--- src/rtl/bcd_addsub_serial.sv ---
// Digit-serial N-digit BCD adder/subtractor, one decimal digit per clock with start/busy/done handshake.
// Optional invalid-digit detection is built when BCD_ADDSUB_CHECK_EN is defined; otherwise err is tied low.
module bcd_addsub_serial #(
  parameter int DIGITS = 4
) (
  input  logic                  clk,
  input  logic                  rst,
  input  logic                  start,
  input  logic                  sub,
  input  logic [4*DIGITS-1:0]   a,
  input  logic [4*DIGITS-1:0]   b,
  input  logic                  cin,
  output logic                  busy,
  output logic                  done,
  output logic [4*DIGITS-1:0]   res,
  output logic                  cout,
  output logic                  err
);

  localparam int IW = (DIGITS > 1) ? $clog2(DIGITS) : 1;
  localparam logic [IW-1:0] LAST_IDX = IW'(DIGITS - 1);

  typedef enum logic [1:0] {
    IDLE = 2'd0,
    RUN  = 2'd1,
    DONE = 2'd2
  } state_t;

  state_t                     state_q, state_d;
  logic [DIGITS-1:0][3:0]     a_q, a_d;
  logic [DIGITS-1:0][3:0]     bop_q, bop_d;
  logic [DIGITS-1:0][3:0]     wres_q, wres_d;
  logic [DIGITS-1:0][3:0]     res_q, res_d;
  logic [IW-1:0]              idx_q, idx_d;
  logic                       c_q, c_d;
  logic                       busy_q, busy_d;
  logic                       done_q, done_d;
  logic                       cout_q, cout_d;
  logic [4:0]                 sum_s;
  logic [3:0]                 dig_s;
  logic                       cy_s;

`ifdef BCD_ADDSUB_CHECK_EN
  logic                       err_q, err_d;

  function automatic logic has_bad_digit(input logic [DIGITS-1:0][3:0] x,
                                         input logic [DIGITS-1:0][3:0] y);
    logic bad;
    bad = 1'b0;
    for (int i = 0; i < DIGITS; i++) begin
      bad = bad | (x[i] > 4'd9) | (y[i] > 4'd9);
    end
    return bad;
  endfunction
`endif

  // Per-digit decimal add with decimal-adjust; subtrahend is already nines-complemented.
  always_comb begin
    sum_s = {1'b0, a_q[idx_q]} + {1'b0, bop_q[idx_q]} + {4'b0000, c_q};
    if (sum_s > 5'd9) begin
      dig_s = sum_s[3:0] + 4'd6;
      cy_s  = 1'b1;
    end else begin
      dig_s = sum_s[3:0];
      cy_s  = 1'b0;
    end
  end

  // Next-state and datapath update for IDLE/RUN/DONE sequencing.
  always_comb begin
    state_d = state_q;
    a_d     = a_q;
    bop_d   = bop_q;
    wres_d  = wres_q;
    res_d   = res_q;
    idx_d   = idx_q;
    c_d     = c_q;
    busy_d  = busy_q;
    done_d  = 1'b0;
    cout_d  = cout_q;
`ifdef BCD_ADDSUB_CHECK_EN
    err_d   = err_q;
`endif
    case (state_q)
      IDLE: begin
        if (start) begin
          a_d = a;
          // Subtract as A + (9..9 - B) + ~borrow, so the same digit adder serves both.
          for (int i = 0; i < DIGITS; i++) begin
            bop_d[i] = sub ? (4'd9 - b[4*i +: 4]) : b[4*i +: 4];
          end
          c_d     = sub ? ~cin : cin;
          idx_d   = '0;
          busy_d  = 1'b1;
          state_d = RUN;
        end else begin
          state_d = IDLE;
        end
      end
      RUN: begin
        wres_d[idx_q] = dig_s;
        c_d           = cy_s;
        if (idx_q == LAST_IDX) begin
          idx_d   = '0;
          busy_d  = 1'b0;
          done_d  = 1'b1;
          res_d   = wres_d;
          cout_d  = cy_s;
`ifdef BCD_ADDSUB_CHECK_EN
          // A nines-complemented digit exceeds 9 exactly when the original did.
          err_d   = has_bad_digit(a_q, bop_q);
`endif
          state_d = DONE;
        end else begin
          idx_d   = idx_q + IW'(1);
          state_d = RUN;
        end
      end
      DONE: begin
        state_d = IDLE;
      end
      default: begin
        state_d = IDLE;
        busy_d  = 1'b0;
      end
    endcase
  end

  // State and datapath registers; reset aborts any operation in flight.
  always_ff @(posedge clk or posedge rst) begin
    if (rst) begin
      state_q <= IDLE;
      a_q     <= '0;
      bop_q   <= '0;
      wres_q  <= '0;
      res_q   <= '0;
      idx_q   <= '0;
      c_q     <= 1'b0;
      busy_q  <= 1'b0;
      done_q  <= 1'b0;
      cout_q  <= 1'b0;
`ifdef BCD_ADDSUB_CHECK_EN
      err_q   <= 1'b0;
`endif
    end else begin
      state_q <= state_d;
      a_q     <= a_d;
      bop_q   <= bop_d;
      wres_q  <= wres_d;
      res_q   <= res_d;
      idx_q   <= idx_d;
      c_q     <= c_d;
      busy_q  <= busy_d;
      done_q  <= done_d;
      cout_q  <= cout_d;
`ifdef BCD_ADDSUB_CHECK_EN
      err_q   <= err_d;
`endif
    end
  end

  assign busy = busy_q;
  assign done = done_q;
  assign res  = res_q;
  assign cout = cout_q;
`ifdef BCD_ADDSUB_CHECK_EN
  assign err  = err_q;
`else
  assign err  = 1'b0;
`endif

endmodule

--- config.mk ---
export PLATFORM = sky130hd
export DESIGN_NAME = bcd_addsub_serial
export DESIGN_NICKNAME = d
export VERILOG_FILES = /design/src/rtl/bcd_addsub_serial.sv
export SDC_FILE = /design/constraint.sdc
export NUM_CORES = 1
export LEC_CHECK = 0
export CORE_MARGIN = 4
export CORE_UTILIZATION = 45
export DETAILED_ROUTE_END_ITERATION = 8
export DONT_BUFFER_PORTS = 1
export SLEW_MARGIN = 20
export SYNTH_ARGS = -nofsm -noshare
export SYNTH_HDL_FRONTEND = slang
export SYNTH_SLANG_ARGS = --single-unit
export TNS_END_PERCENT = 100
--- constraint.sdc ---
create_clock -name clk -period 9.3 [get_ports clk]
set_input_delay 1.86 -clock clk [delete_from_list [all_inputs] [get_ports clk]]
set_output_delay 1.86 -clock clk [all_outputs]
set_load 0.1 [all_outputs]
After elaboration in Yosys (flattened, before gate mapping)

Index checks and enable logic that the tools add are counted.

Register bits after elaboration: 72
Input bits: 37
Output and inout bits: 20
Word-level logic and storage cells: 74

Add/sub/neg operators: 8
Magnitude comparators: 3
Equal/unequal tests: 5
Multiplexer cells: 27
Bitwise operators: 2
Reductions and logical operators: 7

Operators with widths:

| operator                                                   | number |
|---|---|
| 2-to-1 mux 4 bit                                           | 8 |
| binary-select mux 4 bit (select 2 bit)                     | 2 |
| bitwise mux 16 bit                                         | 1 |
| subtractor 4 bit, first input constant                     | 4 |
| demux 4 bit (select 2 bit)                                 | 1 |
| 2-to-1 mux 1 bit                                           | 8 |
| case mux 2 bit (2 select lines)                            | 2 |
| 2-to-1 mux 2 bit                                           | 3 |
| AND reduction 2 bit                                        | 3 |
| adder 4 x 4 -> 5 bit                                       | 1 |
| adder 5 x 1 -> 5 bit                                       | 1 |
| > comparator 5 x 4 -> 1 bit, second input constant         | 1 |
| adder 4 x 3 -> 4 bit, second input constant                | 1 |
| equality test 2 bit, second input constant                 | 2 |
| != test 2 bit, second input constant                       | 2 |
| less-than comparator 2 x 3 -> 1 bit, second input constant | 1 |
| case mux 1 bit (3 select lines)                            | 1 |
| AND reduction 3 bit                                        | 1 |
| adder 2 x 1 -> 2 bit, second input constant                | 1 |
| equality test 2 x 1 -> 1 bit, second input constant        | 1 |
| >= comparator 2 x 1 -> 1 bit, second input constant        | 1 |
| zero test 2 bit                                            | 1 |
| NOT 1 bit                                                  | 2 |
| case mux 1 bit (2 select lines)                            | 1 |
| 2 further kinds                                            | 2 |

Depth between registers and ports, before layout

Depth after elaboration: 7
Mapped depth: 10
Mapped depth without buffers: 9

Worst setup path after synthesis

Ideal clock, no wire load.

Path type: flip-flop to flip-flop
Start point: reg idx_q[0]
End point: reg res_q, in the netlist res[10]
Setup time: 0.076 ns
Data arrival time: 3.709 ns
Data required time: 9.224 ns
Setup slack: 5.515 ns
Stages on the path, launching flop included: 11
Path buffers: 1
Period minus slack after synthesis: 3.785 ns
Cell sequence: dfrtp_1 buf_1 mux4_2 fa_1 fa_1 xnor2_1 ha_1 nor2b_1 o41a_4 mux2_4 o21ai_1

Longest elaborated chain between the ends: 7
Elaborated cells on any way between the ends: 17

Ends and longest elaborated chain:

| what                                                                       | line   | text |
|---|---|---|
| from (decl)                                                                | 34     | `logic [IW-1:0] idx_q, idx_d;` |
| from (signal assigned)                                                     | 151    | `idx_q <= idx_d;` |
| binary-select mux 4 bit (select 2 bit)                                     | 59     | `sum_s = {1'b0, a_q[idx_q]} + {1'b0, bop_q[idx_q]} + {4'b0000, c_q};` |
| 2-to-1 mux 4 bit (not written as such)                                     | 59     |  |
| adder 4 x 4 -> 5 bit                                                       | 59     |  |
| adder 5 x 1 -> 5 bit                                                       | 59     |  |
| adder 4 x 3 -> 4 bit / > comparator 5 x 4 -> 1 bit (equally long branches) | 61, 60 |  |
| 2-to-1 mux 4 bit                                                           | 60     | `if (sum_s > 5'd9) begin` |
| bitwise mux 16 bit                                                         | 101    | `wres_d[idx_q] = dig_s;` |
| to (signal assigned)                                                       | 150    | `res_q <= res_d;` |
| to (decl)                                                                  | 33     | `logic [DIGITS-1:0][3:0] res_q, res_d;` |

Parallel ways exist; a longest one is shown, timed or not. The select of a mux whose other input is x is not followed.
A chain may end at the register's enable or synchronous reset.

Final worst setup path

Start point: reg idx_q[0]
End point: reg res_q, in the netlist res[2]

The elaborated chain is that of the path after synthesis.

==> impl_metrics.tcl <==
set metrics [dict create \
    slew-limit-headroom_pct 31.39 \
    num_io_pins 57 \
    root_buffer "clkbuf_8" \
    wl_per_cell_um 15.90 \
    cp_max_fo 13 \
    post-cts-setup-buffers 0 \
    routed_via_density 5.168 \
    wl_mm 6.249 \
    final_common_cell "dfrtp_1" \
    synth_top_flop_cell "dfrtp_1" \
    globalRouteOverflowTotal 0 \
    post-synth-top-area-cell "dfrtp_1" \
    period_share_pct 41.33 \
    cpPeakStageDelay_ps 740 \
    status "finished, final reports clean" \
    synth_cells 294 \
    synth_top_area_share_pct 51.03 \
    fmax_mhz 260.2 \
    required_ps 9570 \
    cts_buffers 9 \
    syn2layout_area_growth_pct 8.068 \
    ys_async_sr_fraction_pct 100.0 \
    start_util_pct 46.22 \
    place_congestion 0.7176 \
    core_area_um2 7214 \
    ys_seq_area_share_pct 51.03 \
    die_x_um 94.08 \
    syn_area_um2 3334 \
    path_cells "mux4_2, fa_1, fa_1, xnor2_1, ha_1, nor2b_1, o41a_4, mux2_4, o21ai_2" \
    hold_depth 2 \
    htreeDepth 3 \
    ys_ff_latch 68 \
    antenna_cells 0 \
    port_buffers 0 \
    num_vias 2031 \
    drive_gt1_share_pct 21.09 \
    rsz0062_at_grt "no" \
    endpoint_kind "flop" \
    path_common_cell "fa_1" \
    critPathSlowestCell "dfrtp_1" \
    clk_latency_ps 340 \
    r2r_start "idx_q[0]" \
    crit_type "reg -> reg" \
    regToRegEndpoint "res[2]" \
    min_from "wres_q[2]" \
    fin_nets 340 \
    cts_buffer_depth 2 \
    syn_area_per_cell_um2 11.34 \
    regToRegSetupSlack_ps 5460 \
    clkSinkCount 68 \
    cp.arrival_ps 4110 \
    grt.total_usage_pct 15.77 \
    finClkSkew_ps 10.55 \
    yosysWarnings 0 \
    maxSlewViolCount 0 \
    num_rows 31 \
    layout_common_cells "dfrtp_1 (68), nand2_1 (31), a21oi_1 (24)" \
    drc 0 \
    hp-class "reg -> reg" \
    cts.clk_slew.worst_paths_ps 70 \
    synth_area_leaders "dfrtp_1 (51%), mux2_2 (7.8%), mux4_2 (5.4%)" \
    grt_pass1_vias 2068 \
    antenna_found_initial 0 \
    tns_ps 0 \
    start_kind "flop" \
    grt_pass1_wl_mm 10.43 \
    yosysUniqueCellTypes 35 \
    die_area_um2 8851 \
    layout_min_cycle_time_ps 3843 \
    cap_violations 0 \
    hold_viol_final 0 \
    worst_slew_pin_slew_ps 1027 \
    syn-num-nets 345 \
    drt_iter0_drc 87 \
    min_to "wres_q[2]" \
    grt_max_degree 69 \
    antenna_left 0 \
    hold_buffers 0 \
    n_fill_cell 678 \
    timing.hold.ws_ps 471.4 \
    cts_resized 0 \
    synth_edf_count 0 \
    ff2ff_path_depth 9 \
    hpwl_mm 4.455 \
    firstDrtPassIters 5 \
    finalSetupViolations 0 \
    tritoncts "done" \
    die_y_um 94.08 \
]
-- worst max-delay path, delay by kind of cell (launching register included) --
kind                     cells  cell delay (ps)
AO/OA/AOI/OAI                2              620
XOR/XNOR                     1              180
flip-flops                   1              740
multiplexers                 2              980
AND/OR/NAND/NOR              1              140
adder cells (fa/ha/maj)      3             1100
-- cell type report --
class | count | area [um^2] | share of cell area (%)
clock inverter | 4 | 47.55 | 1.319
sequential | 68 | 1702 | 47.22
multi-input combinational | 191 | 1496 | 41.53
tap | 99 | 123.9 | 3.438
clock buffer | 12 | 155.1 | 4.306
inverter | 17 | 63.81 | 1.771
timing repair buffer | 2 | 15.01 | 0.4167
-- how the worst max path moves through the flow --
| stage | start | end | cells after the start |
|---|---|---|---|
| finish | idx_q[0] | res[2] | 9 |
| global route | idx_q[0] | res[13] | 9 |
| CTS | idx_q[0] | res[2] | 9 |
| detailed placement | idx_q[0] | res[10] | 9 |
| global placement | idx_q[0] | res[6] | 9 |
| floorplan | idx_q[0] | res[10] | 10 |
-- kinds of logic (layout without fill, tap and decap cells) --
| logic type | count (synthesis) | after routing | share of synthesized area, % |
|---|---|---|---|
| AO/OA/AOI/OAI | 57 | 57 | 10.36 |
| XOR/XNOR | 11 | 11 | 3.114 |
| AND/OR/NAND/NOR | 68 | 68 | 9.343 |
| buffers and inverters | 35 | 35 | 4.315 |
| other | 1 | 1 | 0.1125 |
| flip-flops | 68 | 68 | 51.03 |
| adder cells (fa/ha/maj) | 14 | 14 | 5.703 |
| multiplexers | 40 | 40 | 16.02 |
-- routing by layer --
layer,track usage [%],vias to the layer above,wire (um)
met5,0,-,0
li1,-,1001,-
met3,5.449,10,377
met1,19.66,974,2767
met2,24.07,46,2954
met4,8.303,0,150
-- Yosys cell counts, types with 3 or more instances --
| library cell | instances |
|---|---|
| buf_2 | 7 |
| nor3_1 | 3 |
| o21ai_2 | 5 |
| nor2b_1 | 4 |
| dfrtp_1 | 68 |
| mux4_2 | 8 |
| inv_1 | 16 |
| o21ai_0 | 17 |
| a311oi_1 | 3 |
| clkbuf_1 | 6 |
| xor2_1 | 4 |
| a21oi_1 | 24 |
| buf_1 | 4 |
| nand2_1 | 31 |
| nor3b_1 | 6 |
| nor2_1 | 19 |
| ha_1 | 12 |
| xnor2_1 | 6 |
| mux2i_1 | 8 |
| mux2_2 | 23 |
-- state kept, by name, summed over array words and instances, names as in the netlist --
name	cells
cout	1
bop_q	16
c_q	1
idx_q	2
done	1
state_q	2
a_q	16
busy	1
res	16
wres_q	12
-- per-stage QoR --
| step | instances | setup WS [ps] | area [um^2] | util (%) |
|---|---|---|---|---|
| floorplan | 294 | 5515 | 3334 | - |
| global placement | 377 | 5498 | 3401 | 47.14 |
| detailed placement | 377 | 5402 | 3401 | 47.14 |
| CTS | 393 | 5400 | 3603 | 49.95 |
| global route | 393 | 5179 | 3603 | 49.95 |
| finish | 393 | 5457 | 3603 | 49.95 |
Power is not shown: default switching activity piles up to over one toggle a cycle in this logic, so the estimate is an artifact.
